===== src/rtl/hkspi_pkg.sv =====
// hkspi_pkg: shared types for the housekeeping SPI responder.
// FSM states, command-mode encodings and command-field positions.
package hkspi_pkg;

  typedef enum logic [2:0] {
    ST_IDLE,
    ST_COMMAND,
    ST_ADDRESS,
    ST_DATA,
    ST_IGNORE
  } hkspi_state_t;

  localparam logic [1:0] MODE_WRITE = 2'b10;
  localparam logic [1:0] MODE_READ  = 2'b01;
  localparam logic [1:0] MODE_RDWR  = 2'b11;

  localparam int MODE_MSB = 7;
  localparam int MODE_LSB = 6;
  localparam int CNT_MSB  = 5;
  localparam int CNT_LSB  = 3;

  function automatic logic mode_reads(
    input logic [1:0] m
  );
    return (m == MODE_READ) || (m == MODE_RDWR);
  endfunction

  function automatic logic mode_writes(
    input logic [1:0] m
  );
    return (m == MODE_WRITE) || (m == MODE_RDWR);
  endfunction

endpackage


===== src/rtl/hkspi_sync_edge.sv =====
// hkspi_sync_edge: multi-flop synchronizer for one async SPI pin,
// with rise/fall pulses derived from the synchronized level.
module hkspi_sync_edge #(
  parameter int   STAGES    = 2,
  parameter logic RESET_VAL = 1'b0
) (
  input  logic clock,
  input  logic reset,
  input  logic i_async,
  output logic o_level,
  output logic o_rise,
  output logic o_fall
);

  logic [STAGES-1:0] r_sync;
  logic              r_prev;
  logic [STAGES:0]   w_next;

  assign w_next  = {r_sync, i_async};
  assign o_level = r_sync[STAGES-1];
  assign o_rise  = o_level & ~r_prev;
  assign o_fall  = ~o_level & r_prev;

  // Shift the pin through the chain; remember last level for edges.
  always_ff @(posedge clock) begin
    if (reset) begin
      r_sync <= {STAGES{RESET_VAL}};
      r_prev <= RESET_VAL;
    end else begin
      r_sync <= w_next[STAGES-1:0];
      r_prev <= o_level;
    end
  end

endmodule


===== src/rtl/hkspi_responder.sv =====
// hkspi_responder: SPI target that turns command/address/data
// frames into single-cycle register read and write strobes.
module hkspi_responder
  import hkspi_pkg::*;
#(
  parameter int SYNC_STAGES = 2
) (
  input  logic       clock,
  input  logic       reset,
  input  logic       SCK,
  input  logic       CSB,
  input  logic       SDI,
  output logic       SDO,
  output logic       sdo_oe,
  output logic [7:0] reg_addr,
  output logic [7:0] reg_wdata,
  output logic       reg_we,
  output logic       reg_re,
  input  logic [7:0] reg_rdata
);

  localparam logic [3:0] SETTLE = 4'(SYNC_STAGES);

  hkspi_state_t r_state;
  hkspi_state_t w_next_state;

  logic       w_sck_lvl;
  logic       w_sck_rise;
  logic       w_sck_fall;
  logic       w_csb_lvl;
  logic       w_csb_rise;
  logic       w_csb_fall;
  logic       w_sdi_lvl;
  logic       w_sdi_rise;
  logic       w_sdi_fall;
  logic       w_unused;

  logic [2:0] r_bitcnt;
  logic [6:0] r_shift;
  logic [1:0] r_mode;
  logic [2:0] r_count;
  logic [2:0] r_nbytes;
  logic [7:0] r_addr;
  logic [7:0] r_wdata;
  logic       r_we;
  logic       r_re;
  logic       r_load;
  logic       r_inc;
  logic       r_inc_re;
  logic [7:0] r_sdo_sr;
  logic       r_sdo;
  logic       r_oe;
  logic [3:0] r_settle;
  logic       r_armed;

  logic [7:0] w_byte;
  logic       w_active;
  logic       w_bit_last;
  logic       w_last_data;
  logic       w_rd;
  logic       w_wr;
  logic       w_settled;
  logic       w_sdo_run;

  hkspi_sync_edge #(
    .STAGES   (SYNC_STAGES),
    .RESET_VAL(1'b0)
  ) u_sync_sck (
    .clock  (clock),
    .reset  (reset),
    .i_async(SCK),
    .o_level(w_sck_lvl),
    .o_rise (w_sck_rise),
    .o_fall (w_sck_fall)
  );

  hkspi_sync_edge #(
    .STAGES   (SYNC_STAGES),
    .RESET_VAL(1'b1)
  ) u_sync_csb (
    .clock  (clock),
    .reset  (reset),
    .i_async(CSB),
    .o_level(w_csb_lvl),
    .o_rise (w_csb_rise),
    .o_fall (w_csb_fall)
  );

  hkspi_sync_edge #(
    .STAGES   (SYNC_STAGES),
    .RESET_VAL(1'b0)
  ) u_sync_sdi (
    .clock  (clock),
    .reset  (reset),
    .i_async(SDI),
    .o_level(w_sdi_lvl),
    .o_rise (w_sdi_rise),
    .o_fall (w_sdi_fall)
  );

  assign w_unused = &{1'b0, w_sck_lvl, w_csb_rise,
                      w_sdi_rise, w_sdi_fall};

  assign w_byte    = {r_shift, w_sdi_lvl};
  assign w_active  = !w_csb_lvl &&
                     (r_state == ST_COMMAND ||
                      r_state == ST_ADDRESS ||
                      r_state == ST_DATA);
  assign w_bit_last  = w_active && w_sck_rise &&
                       (r_bitcnt == 3'd7);
  assign w_last_data = (r_count != 3'd0) &&
                       (r_nbytes == r_count - 3'd1);
  assign w_rd      = mode_reads(r_mode);
  assign w_wr      = mode_writes(r_mode);
  assign w_settled = (r_settle == SETTLE);
  assign w_sdo_run = (r_state == ST_DATA) && w_rd &&
                     !w_csb_lvl;

  assign SDO       = r_sdo;
  assign sdo_oe    = r_oe;
  assign reg_addr  = r_addr;
  assign reg_wdata = r_wdata;
  assign reg_we    = r_we;
  assign reg_re    = r_re;

  // State register.
  always_ff @(posedge clock) begin
    if (reset) begin
      r_state <= ST_IDLE;
    end else begin
      r_state <= w_next_state;
    end
  end

  // Next state: CSB high always wins; bytes advance the frame.
  always_comb begin
    w_next_state = r_state;
    if (w_csb_lvl) begin
      w_next_state = ST_IDLE;
    end else begin
      unique case (r_state)
        ST_IDLE: begin
          if (w_csb_fall && r_armed) begin
            w_next_state = ST_COMMAND;
          end
        end
        ST_COMMAND: begin
          if (w_bit_last) begin
            if (w_byte[MODE_MSB:MODE_LSB] == 2'b00) begin
              w_next_state = ST_IGNORE;
            end else begin
              w_next_state = ST_ADDRESS;
            end
          end
        end
        ST_ADDRESS: begin
          if (w_bit_last) begin
            w_next_state = ST_DATA;
          end
        end
        ST_DATA: begin
          if (w_bit_last && w_last_data) begin
            w_next_state = ST_IGNORE;
          end
        end
        ST_IGNORE: begin
          w_next_state = ST_IGNORE;
        end
        default: begin
          w_next_state = ST_IDLE;
        end
      endcase
    end
  end

  // Arm only once CSB is seen high after the chain has flushed,
  // so a reset in mid-frame cannot fake a CSB fall.
  always_ff @(posedge clock) begin
    if (reset) begin
      r_settle <= '0;
      r_armed  <= 1'b0;
    end else if (!w_settled) begin
      r_settle <= r_settle + 4'd1;
    end else if (w_csb_lvl) begin
      r_armed <= 1'b1;
    end
  end

  // Bit counter and input shifter; cleared outside a live frame.
  always_ff @(posedge clock) begin
    if (reset) begin
      r_bitcnt <= '0;
      r_shift  <= '0;
    end else if (!w_active) begin
      r_bitcnt <= '0;
      r_shift  <= '0;
    end else if (w_sck_rise) begin
      r_bitcnt <= r_bitcnt + 3'd1;
      r_shift  <= w_byte[6:0];
    end
  end

  // Byte handling: command capture, address, strobes, increment.
  always_ff @(posedge clock) begin
    if (reset) begin
      r_mode   <= '0;
      r_count  <= '0;
      r_nbytes <= '0;
      r_addr   <= '0;
      r_wdata  <= '0;
      r_we     <= 1'b0;
      r_re     <= 1'b0;
      r_load   <= 1'b0;
      r_inc    <= 1'b0;
      r_inc_re <= 1'b0;
    end else begin
      r_we   <= 1'b0;
      r_re   <= 1'b0;
      r_inc  <= 1'b0;
      r_load <= r_re;
      if (r_inc) begin
        r_addr <= r_addr + 8'd1;
        r_re   <= r_inc_re;
      end
      if (w_bit_last) begin
        unique case (r_state)
          ST_COMMAND: begin
            r_mode   <= w_byte[MODE_MSB:MODE_LSB];
            r_count  <= w_byte[CNT_MSB:CNT_LSB];
            r_nbytes <= '0;
          end
          ST_ADDRESS: begin
            r_addr <= w_byte;
            r_re   <= w_rd;
          end
          ST_DATA: begin
            r_nbytes <= r_nbytes + 3'd1;
            if (w_wr) begin
              r_we     <= 1'b1;
              r_wdata  <= w_byte;
              r_inc    <= 1'b1;
              r_inc_re <= w_rd && !w_last_data;
            end else begin
              r_addr <= r_addr + 8'd1;
              r_re   <= !w_last_data;
            end
          end
          default: begin
          end
        endcase
      end
    end
  end

  // SDO shifter: load read data, present MSB on each SCK fall.
  always_ff @(posedge clock) begin
    if (reset) begin
      r_sdo_sr <= '0;
      r_sdo    <= 1'b0;
      r_oe     <= 1'b0;
    end else begin
      if (r_load) begin
        r_sdo_sr <= reg_rdata;
      end else if (w_sdo_run && w_sck_fall) begin
        r_sdo_sr <= {r_sdo_sr[6:0], 1'b0};
      end
      if (!w_sdo_run) begin
        r_sdo <= 1'b0;
        r_oe  <= 1'b0;
      end else if (w_sck_fall) begin
        r_sdo <= r_sdo_sr[7];
        r_oe  <= 1'b1;
      end
    end
  end

endmodule


===== config.mk =====
export PLATFORM = sky130hd
export DESIGN_NAME = hkspi_responder
export DESIGN_NICKNAME = d
export VERILOG_FILES = /design/src/rtl/hkspi_pkg.sv /design/src/rtl/hkspi_sync_edge.sv /design/src/rtl/hkspi_responder.sv
export SDC_FILE = /design/constraint.sdc
export NUM_CORES = 1
export LEC_CHECK = 0
export ABC_AREA = 1
export BUFFER_PORTS_ARGS = -buffer_cell sky130_fd_sc_hd__buf_2
export CORE_MARGIN = 2
export CORE_UTILIZATION = 30
export CTS_BUF_LIST = sky130_fd_sc_hd__clkbuf_8 sky130_fd_sc_hd__clkbuf_16
export DETAILED_ROUTE_END_ITERATION = 6
export SETUP_SLACK_MARGIN = 0.02
export SYNTH_ARGS = -nofsm -noshare
export SYNTH_HDL_FRONTEND = slang
export SYNTH_SLANG_ARGS = --single-unit

===== constraint.sdc =====
create_clock -name clock -period 3 [get_ports clock]
set_input_delay 0.3 -clock clock [delete_from_list [all_inputs] [get_ports clock]]
set_output_delay 0.3 -clock clock [all_outputs]
set_load 0.05 [all_outputs]

# == After elaboration in Yosys (flattened, before gate mapping) ==
# Index checks and enable logic that the tools add are counted.
# W data, S select, Z words.
# word_totals
reg_bits,64
input_bits,13
latchBits,0
ram_bits,0
out_inout_bits,20
wordCells,99
mem_count,0
romBits,0
# op_classes
mux,18
addsub,5
magnitude_cmp,0
bitwise,10
n_div,0
multipliers,0
n_reduce_logical,30
n_eq_ne,14
n_shift,0
# op_table
cell,count
$mux W8,5
$pmux W8 S2,1
$mux W3,5
$pmux W3 S5,1
$logic_and A1 B1 Y1,10
$add A8 B1 Y8 const B,1
$not A1 Y1,7
$add A3 B1 Y3 const B,2
$eq A3 B2 Y1 const B,2
$eq A3 B3 Y1 const B,2
$ne A2 B2 Y1 const B,3
$pmux W3 S2,1
$reduce_and A2 Y1,3
$reduce_or A2 Y1,3
$add A4 B1 Y4 const B,1
$eq A2 B2 Y1 const B,2
$eq A4 B2 Y1 const B,1
$logic_or A1 B1 Y1,4
$mux W1,4
$reduce_and A4 Y1,1
$reduce_bool A2 Y1,2
$and A1 B1 Y1,3
$eq A3 B1 Y1 const B,1
$eq A3 B3 Y1,1
other kinds (10),11

# == Logic depth before layout (Yosys ltp) ==
# Gate-level depths: netlist (run 1).
# logic_depth
ltp_word,9
mapped_depth,11
depth_no_buf,11

# == Hierarchy ==
# A second synthesis (run 1) with hierarchy kept.
# hier_totals
cells_unflattened,445
hier_area_um2,3154.3
# modules_own_cells
module,n_inst,cells_per_inst,area_each_um2
hkspi_responder,1,408,2869.0
hkspi_sync_edge at u_sync_sck ...,2,12,93.8
hkspi_sync_edge at u_sync_csb,1,13,97.6

# == Worst setup path before layout (run 1) ==
# Ideal clock, no wire load.
# synth_path
kind,register -> register
start,"register r_addr[0], in the netlist reg_addr[0]"
end,"register r_addr[6], in the netlist reg_addr[6]"
stages_incl_launch_ff,11
arrival_time_ns,1.615
setup_ns,0.132
path_buffers,0
required_ns,2.868
period_less_slack_ns,1.747
setup_slack_ns,1.253
cell_sequence,dfxtp_1 ha_1 nand3_1 o21bai_1 nand3_1 nand2_1 nand2_1 nand2_1 nand2_1 nand2_1 a21oi_1
# synth_between
elab_chain_cells,5
# synth_lines
item,line,text
from (decl),hkspi_responder.sv:43,logic [7:0] r_addr;
from (signal assigned),hkspi_responder.sv:222,r_addr <= r_addr + 8'd1;
from (signal assigned),hkspi_responder.sv:233,r_addr <= w_byte;
from (signal assigned),hkspi_responder.sv:244,r_addr <= r_addr + 8'd1;
$add A8 B1 Y8 *,"hkspi_responder.sv:222, hkspi_responder.sv:244",
$mux W8,hkspi_responder.sv:221,if (r_inc) begin
$mux W8,hkspi_responder.sv:238,if (w_wr) begin
$pmux W8 S2,hkspi_responder.sv:226,unique case (r_state)
$mux W8 *,hkspi_responder.sv:225,if (w_bit_last) begin
# Every way passes the cells marked *; elsewhere a longest branch is shown, timed or not.
# A chain may end at the register's enable or synchronous reset.

# == Final worst setup path (run 1) ==
# layout_path
start,register r_count[0]
end,register r_state[0]
# layout_between
elab_chain_cells,6
word_cells_on_any_way,7
classes_between,add/sub (1); eq/ne (2); reduce/logical (4)
# layout_lines
item,line,text
from (decl),hkspi_responder.sv:41,logic [2:0] r_count;
from (signal assigned),hkspi_responder.sv:229,r_count <= w_byte[CNT_MSB:CNT_LSB];
$sub A3 B1 Y3,hkspi_responder.sv:112,(r_nbytes == r_count - 3'd1);
$eq A3 B3 Y1,hkspi_responder.sv:112,
$logic_and A1 B1 Y1 *,hkspi_responder.sv:111,assign w_last_data = (r_count != 3'd0) &&
$logic_and A1 B1 Y1 *,hkspi_responder.sv:162,if (w_bit_last && w_last_data) begin
$ne A2 B1 Y1 (no source line) *,n/a,
$reduce_and A4 Y1 (no source line) *,n/a,
to (signal assigned),hkspi_responder.sv:131,r_state <= w_next_state;
to (decl),hkspi_responder.sv:24,hkspi_state_t r_state;
# Marked as above.

==> results.cfg, run 1 <==
[drt]
drtIter0Drc = 145
drc = 0
antenna_left = 0
firstDrtPassIters = 5
drt-total-wl_um = 6740
vias_per_cell = 4.59
num_vias = 2758
wl_per_cell_um = 11.2

[sta]
clock_skew_ns = 0.00925
setup_viol = 0
period_share_pct = 61.3
finalHoldViolations = 0
fin_crit_ns = 1.84
fmax_mhz = 544
rsz0062_at_grt = no
fin_tns_setup_ns = 0
tightest_slew_ns = 0.593
drv_slew = 0
max_slew_margin_pct = 60.5

[clocking]
clk_root_buffer_cell = clkbuf_8
cts-buffers-inserted = 9
hold_buffers = 0
cts_buffer_depth = 2
cts_tree = done
postCtsSetupBuffers = 0
htreeDepth = 3
path_clk_slew_ns = 0.08
cts_sinks = 64
clk_latency_ns = 0.34
ctsResizeCount = 0

[setup_path]
worst_r2r_path_depth = 9
end_kind = flop
path_class = flop to flop
r2r_start = r_count[0]$_SDFFE_PP0P_
path_cells = inv_1 > ha_1 > ha_1 > a21oi_1 > nand4_1 > o21ai_4 > nand2_1 > nand2_1 > a21oi_1
r2r_end = r_state[0]$_SDFFE_PP0P_
required_ns = 3.23
path_max_fanout = 3
crit_path_top_delay_cell = dfxtp_1
worstPathArrival_ns = 2.07
r2r_slack_ns = 1.16
worstSetupStartpointType = flop
slowest_delay_ns = 0.35

[synthesis]
netlist_instances = 430
syn_nets = 451
yosysSeqAreaShare_pct = 42.1
synth.distinct_cells = 37
ys_top_cells_by_area = dfxtp_1 42%, nand2_1 15%, a21oi_1 7.2%
synth_warnings = 0
yosysTopAreaCell = dfxtp_1
syn_area_um2 = 3050
syn_area_per_cell_um2 = 7.08
ys_seq_elements = 64
synth_top_cell_area_share_pct = 42.1

[finish]
final_cell_mix = 124 x nand2_1, 64 x dfxtp_1, 44 x a21oi_1
nets = 484
n_antenna_cell = 0
syn2layout_area_growth_pct = 15.6
fin_cells = 601
final_common_cell = nand2_1
drive_above_1_share_pct = 15.0
fin_util_pct = 35.9
final_area_um2 = 3520

[floorplanning]
ios = 33
start_util_pct = 31.0
core_um2 = 9820
rows = 36
dieArea_um2 = 11000
die_w_um = 105
die_h_um = 105

[flow_run]
drv_cap = 0

[global_routing]
grt_pass1_vias = 2622
antenna_found_initial = 0
grt_max_degree = 33
grt_overflow = 0
track_usage_pct = 12.9
grt_pass1_wl_um = 11600

[place]
post_dp_cell_area_um2 = 3320
gp_congestion = 0.803
dpl.hpwl_um = 4940
dp.cells = 585
io_buffers = 32

[hold_path]
min_to = u_sync_csb.r_sync[0]$_SDFF_PP1_
min_path_type = primary input to flop
holdCritStartpoint = CSB
min_path_cells = 2

[pwr]
vdd_ir_drop_max_uv = 254
cellPowerDensity_nw_per_um2 = 482
leakage_uw = 0.00142

[run_status]
status = completed
## flip-flops by register name, indices dropped and copies added, names as in the netlist, 4 cells and up
register / flops
r_shift: 7
r_sdo_sr: 8
reg_wdata: 8
reg_addr: 8
r_settle: 4
## cell usage after synthesis
cell / count
o21ai_0: 21
xor2_1: 1
o21bai_1: 1
nand2_2: 1
nand3_4: 1
nor2_4: 2
a21oi_1: 44
nor2_8: 1
nor3_1: 2
nand3_2: 2
inv_1: 42
nand3b_1: 1
inv_2: 4
clkinv_1: 4
nand2_4: 2
xnor2_1: 3
clkbuf_1: 5
nand4_1: 1
a311oi_1: 1
a22oi_2: 1
nand2_1: 124
nor2_1: 34
nand3_1: 33
nor2_2: 2
or2_2: 3
o21ai_4: 1
a31oi_1: 8
nor3_2: 1
inv_4: 1
buf_2: 2
ha_1: 8
buf_1: 2
o21ai_1: 4
dfxtp_1: 64
a22oi_1: 1
buf_6: 1
o21a_1: 1
## critical path: cells and delay by family, from the launching register on
kind	cells	cell delay [ns]
AO/OA/AOI/OAI	3	0.43
buffers and inverters	1	0.06
AND/OR/NAND/NOR	3	0.39
adder cells (fa/ha/maj)	2	0.49
flip-flops	1	0.35
## where the power goes
group	total, uW	internal, uW	switching, uW
sequential	890	872	18.1
clock	730	401	329
combinational	77.7	31.7	46.0
total	1700	1300	393
## metrics by stage
| step | setup WS (ns) | hold slack [ns] | power (uW) |
|---|---|---|---|
| 6_report | 1.16 | 0.144 | 1700 |
| 5_1_grt | 0.994 | 0.134 | 1780 |
| 4_1_cts | 1.15 | 0.129 | 1720 |
| 3_5_place_dp | 1.17 | 0.394 | 987 |
| 3_3_place_gp | 1.25 | 0.393 | 984 |
| 2_1_floorplan | 1.25 | 0.388 | 964 |
## final cells by class
type	instances	area [um^2]
Clock buffer	10	138
Clock inverter	6	58.8
Fill cell	1103	6300
Inverter	51	194
Multi-Input combinational cell	305	1520
Sequential cell	64	1280
Tap cell	133	166
Timing Repair Buffer	32	160
## routing by layer
metal  track usage [%]  vias up  share of wire [%]
met5                 0        -                  0
met4              5.62        0                1.9
met3              3.56       13                3.9
met2              21.7       59                 47
met1              15.4     1239                 47
li1                  -     1447                  -
## worst max path at each step
stage                       startpoint                      end  slack (ns)  cells past startpoint
2_1_floorplan   reg_addr[0]$_SDFF_PP0_   reg_addr[6]$_SDFF_PP0_        1.25                     10
3_3_place_gp    r_mode[1]$_SDFFE_PP0P_   reg_addr[4]$_SDFF_PP0_        1.25                      6
3_5_place_dp   r_count[0]$_SDFFE_PP0P_  r_state[0]$_SDFFE_PP0P_        1.17                      9
4_1_cts        r_count[0]$_SDFFE_PP0P_  r_state[0]$_SDFFE_PP0P_        1.15                      9
5_1_grt        r_count[0]$_SDFFE_PP0P_  r_state[1]$_SDFFE_PP0P_        0.99                      9
6_report       r_count[0]$_SDFFE_PP0P_  r_state[0]$_SDFFE_PP0P_        1.16                      9
## logic make-up (layout without fill, tap and decap cells)
| kind of cell | after synthesis | in the layout | share of synthesized area [%] |
|---|---|---|---|
| buffers and inverters | 61 | 99 | 7.93 |
| adders and majority gates | 8 | 8 | 3.29 |
| and+or+nand+nor | 210 | 210 | 30.6 |
| xor gates and xnor gates | 4 | 4 | 1.15 |
| AOI/OAI and AO/OA | 83 | 83 | 15.0 |
| DFF | 64 | 64 | 42.1 |
No activity file was read; power rests on OpenSTA's default activity.
==> run 2, diff against run 1 <==
--- a/config.mk
+++ b/config.mk
@@ -5,7 +5,7 @@
 export SDC_FILE = /design/constraint.sdc
 export NUM_CORES = 1
 export LEC_CHECK = 0
-export ABC_AREA = 1
+export ABC_AREA = 0
 export BUFFER_PORTS_ARGS = -buffer_cell sky130_fd_sc_hd__buf_2
 export CORE_MARGIN = 2
 export CORE_UTILIZATION = 30
==> constraint.sdc (replaced) <==
create_clock -name clock -period 1.9 [get_ports clock]
set_input_delay 0.19 -clock clock [delete_from_list [all_inputs] [get_ports clock]]
set_output_delay 0.19 -clock clock [all_outputs]
set_load 0.05 [all_outputs]
==> run 2 against run 1 <==
The flow now finishes with violations (setup timing). Critical path depth down 1. Synthesized cell count down 21%. Clock power up 36%. Clock-buffer cell count up 1. Flip-flop and latch count unchanged. Routed wire length down 4.1%. Design area unchanged. Worst hold slack worse by 0.11 ns. Core utilization up 2.1 points. Worst setup slack worse by 1.5 ns. Highest routed layer unchanged.
==> results.cfg, run 2 <==
[pwr]
cellPowerDensity_nw_per_um2 = 726
switching_share_pct = 23.1
p_sw_uw = 590
seqPwrFrac_pct = 55.2
leakage_uw = 0.00137
combPwrFrac_pct = 6.1
vdd_ir_drop_max_uv = 475
p_int_uw = 1970
pwr-share-clk_pct = 38.7
p_total_uw = 2560

[floorplanning]
dieArea_um2 = 10400
start_util_pct = 31.0
die_w_um = 102
rows = 35
ios = 33
core_um2 = 9280
die_h_um = 102

[synthesis]
netlist_instances = 339
ys_seq_elements = 64
yosysTopAreaCell = dfxtp_1
synth_warnings = 0
synth.most_common_cell = dfxtp_1
synth_top_cell_area_share_pct = 44.5
yosysSeqAreaShare_pct = 44.5
syn_area_per_cell_um2 = 8.49
synth-main-ff-cell = dfxtp_1
ys_top_cells_by_area = dfxtp_1 45%, nand2_1 5.6%, a21oi_1 5.6%
synthArstFlopShare_pct = 0
synth_edf_count = 0
synth.distinct_cells = 40
syn_area_um2 = 2880
syn_nets = 360
yosys-top-cells-count = 64 x dfxtp_1, 43 x nand2_1, 41 x nor2_1

[setup_path]
path_class = flop to flop
worstPathArrival_ns = 2.48
path_buf_inv = 1
r2r_end = r_state[1]$_SDFFE_PP0P_
crit_cells = 8
r2r_slack_ns = -0.31
cp-startpoint = r_count[1]$_SDFFE_PP0P_
path_max_fanout = 2
path_cells = inv_2 > ha_4 > ha_4 > xnor2_1 > or4_4 > o211a_1 > or4_1 > a21oi_1
cp-endpoint = r_state[1]$_SDFFE_PP0P_
worstSetupStartpointType = flop
crit_path_top_delay_cell = or4_4
cpLargestDelayFamily = simple AND/OR/NAND/NOR gates
slowest_delay_ns = 0.49
r2r_start = r_count[1]$_SDFFE_PP0P_
cpMostUsedCell = ha_4
worst_r2r_path_depth = 8
end_kind = flop
required_ns = 2.17

[drt]
wl_per_cell_um = 12.6
antenna_left = 0
drt-total-wl_um = 6470
wl_met1_um = 3180
num_vias = 2445
firstDrtPassIters = 6
met2_length_um = 2920
top_layer = met4
drc = 0
routed-wl-met3_um = 270
vias_per_cell = 4.75
drtIter0Drc = 65

[finish]
syn2layout_area_growth_pct = 22.4
nets = 405
final_cell_mix = 62 x dfxtp_1, 42 x nand2_1, 40 x nor2_1
regArea_um2 = 1280
drive_above_1_share_pct = 21.5
fin_util_pct = 37.9
final_area_um2 = 3520
n_fill_cell = 987
final_common_cell = dfxtp_1
multi_input_area_um2 = 1550
n_antenna_cell = 0

[run_status]
status = finished with violations
violations = setup timing

[global_routing]
grt_overflow = 0
grt_pass1_wl_um = 10800
track_usage_pct = 13.4
grt_pass1_vias = 2278
grt_max_degree = 49
antenna_found_initial = 0

[clocking]
htreeDepth = 3
cts_sinks = 64
clk_root_buffer_cell = clkbuf_8
clk_latency_ns = 0.34
path_clk_slew_ns = 0.06
hold_buffers = 0
cts_tree = done
cts_buffer_depth = 2
cts-buffers-inserted = 9

[place]
dpl.hpwl_um = 4400
post_dp_cell_area_um2 = 3300
io_buffers = 32
gp_congestion = 0.784

[sta]
clock_skew_ns = 0.00475
layout_setup_ws_ns = -0.310
rsz0062_at_grt = yes
period_share_pct = 116
max_slew_margin_pct = 66.3
setup_viol = 5
tightest_slew_ns = 0.506
fmax_mhz = 452
fin_crit_ns = 2.21
finalHoldViolations = 0
drv_slew = 0

[hold_path]
min_path_type = primary input to flop
min_path_cells = 2

[flow_run]
drv_cap = 0
==> run 2: cell types whose count changed after synthesis, moves of 6 or more <==
cell and change:
nor2b_1 +12, nand3_1 -19, xnor2_1 +6, a21oi_1 -12, nand2_1 -81, inv_1 -35, o21ai_0 -18, clkbuf_1 +13
a211oi_1 +8, nor2_1 +7, xor2_1 +10, mux2i_1 +16
==> run 2: layer usage <==
layer	vias up	track usage [%]
met5	-	0
met4	0	5.54
met3	7	4.31
met2	41	20.9
met1	1148	17.2
li1	1249	-
==> run 2: power groups by stage <==
stage	combinational, uW	sequential, uW	clock, uW
2_1_floorplan	122	1430	0
3_3_place_gp	152	1440	0
3_5_place_dp	157	1440	0
4_1_cts	158	1410	1040
5_1_grt	190	1420	1090
6_report	156	1410	990
==> run 2: cell type report <==
type / instances / share of cell area [%]
well taps: 129 / 4.58
clock buffers: 11 / 4.30
multi-input cells: 247 / 44.1
flip-flops and latches: 64 / 36.5
clock inverters: 2 / 0.249
inverters: 7 / 0.746
repair buffers: 55 / 9.56
==> run 2: how the worst min path moves through the flow <==
stage          from                              end  slack, ns
3_5_place_dp    CSB  u_sync_csb.r_sync[0]$_SDFF_PP1_       0.38
4_1_cts         CSB  u_sync_csb.r_sync[0]$_SDFF_PP1_       0.01
2_1_floorplan   CSB  u_sync_csb.r_sync[0]$_SDFF_PP1_       0.29
3_3_place_gp    CSB  u_sync_csb.r_sync[0]$_SDFF_PP1_       0.38
5_1_grt         CSB  u_sync_csb.r_sync[0]$_SDFF_PP1_       0.02
6_report        CSB  u_sync_csb.r_sync[0]$_SDFF_PP1_       0.03
==> run 2: cells by family after synthesis <==
logic type,count (synthesis),synth area share [%]
AOI/OAI and AO/OA,60,12.7
and+or+nand+nor,143,24.0
adders and majority gates,8,3.48
buffers and inverters,28,3.65
xor gates and xnor gates,20,6.09
muxes,16,5.57
DFF,64,44.5
==> run 2: metrics by stage <==
step / cells / TNS [ns] / worst slack [ns] / hold slack (ns)
finish: 515 / -1.04 / -0.310 / 0.0306
global placement: 500 / -0.808 / -0.315 / 0.378
detailed placement: 500 / -1.06 / -0.356 / 0.379
global route: 515 / -1.43 / -0.391 / 0.0154
CTS: 514 / -0.831 / -0.290 / 0.00976
floorplan: 339 / -0.500 / -0.315 / 0.294
==> run 2: timing repair <==
| item | CTS | global route |
|---|---|---|
| setup endpoints to repair | 13 | 16 |
| pin swaps | 5 | 3 |
| resized for setup | 6 | 5 |
| setup buffers | 1 | 1 |
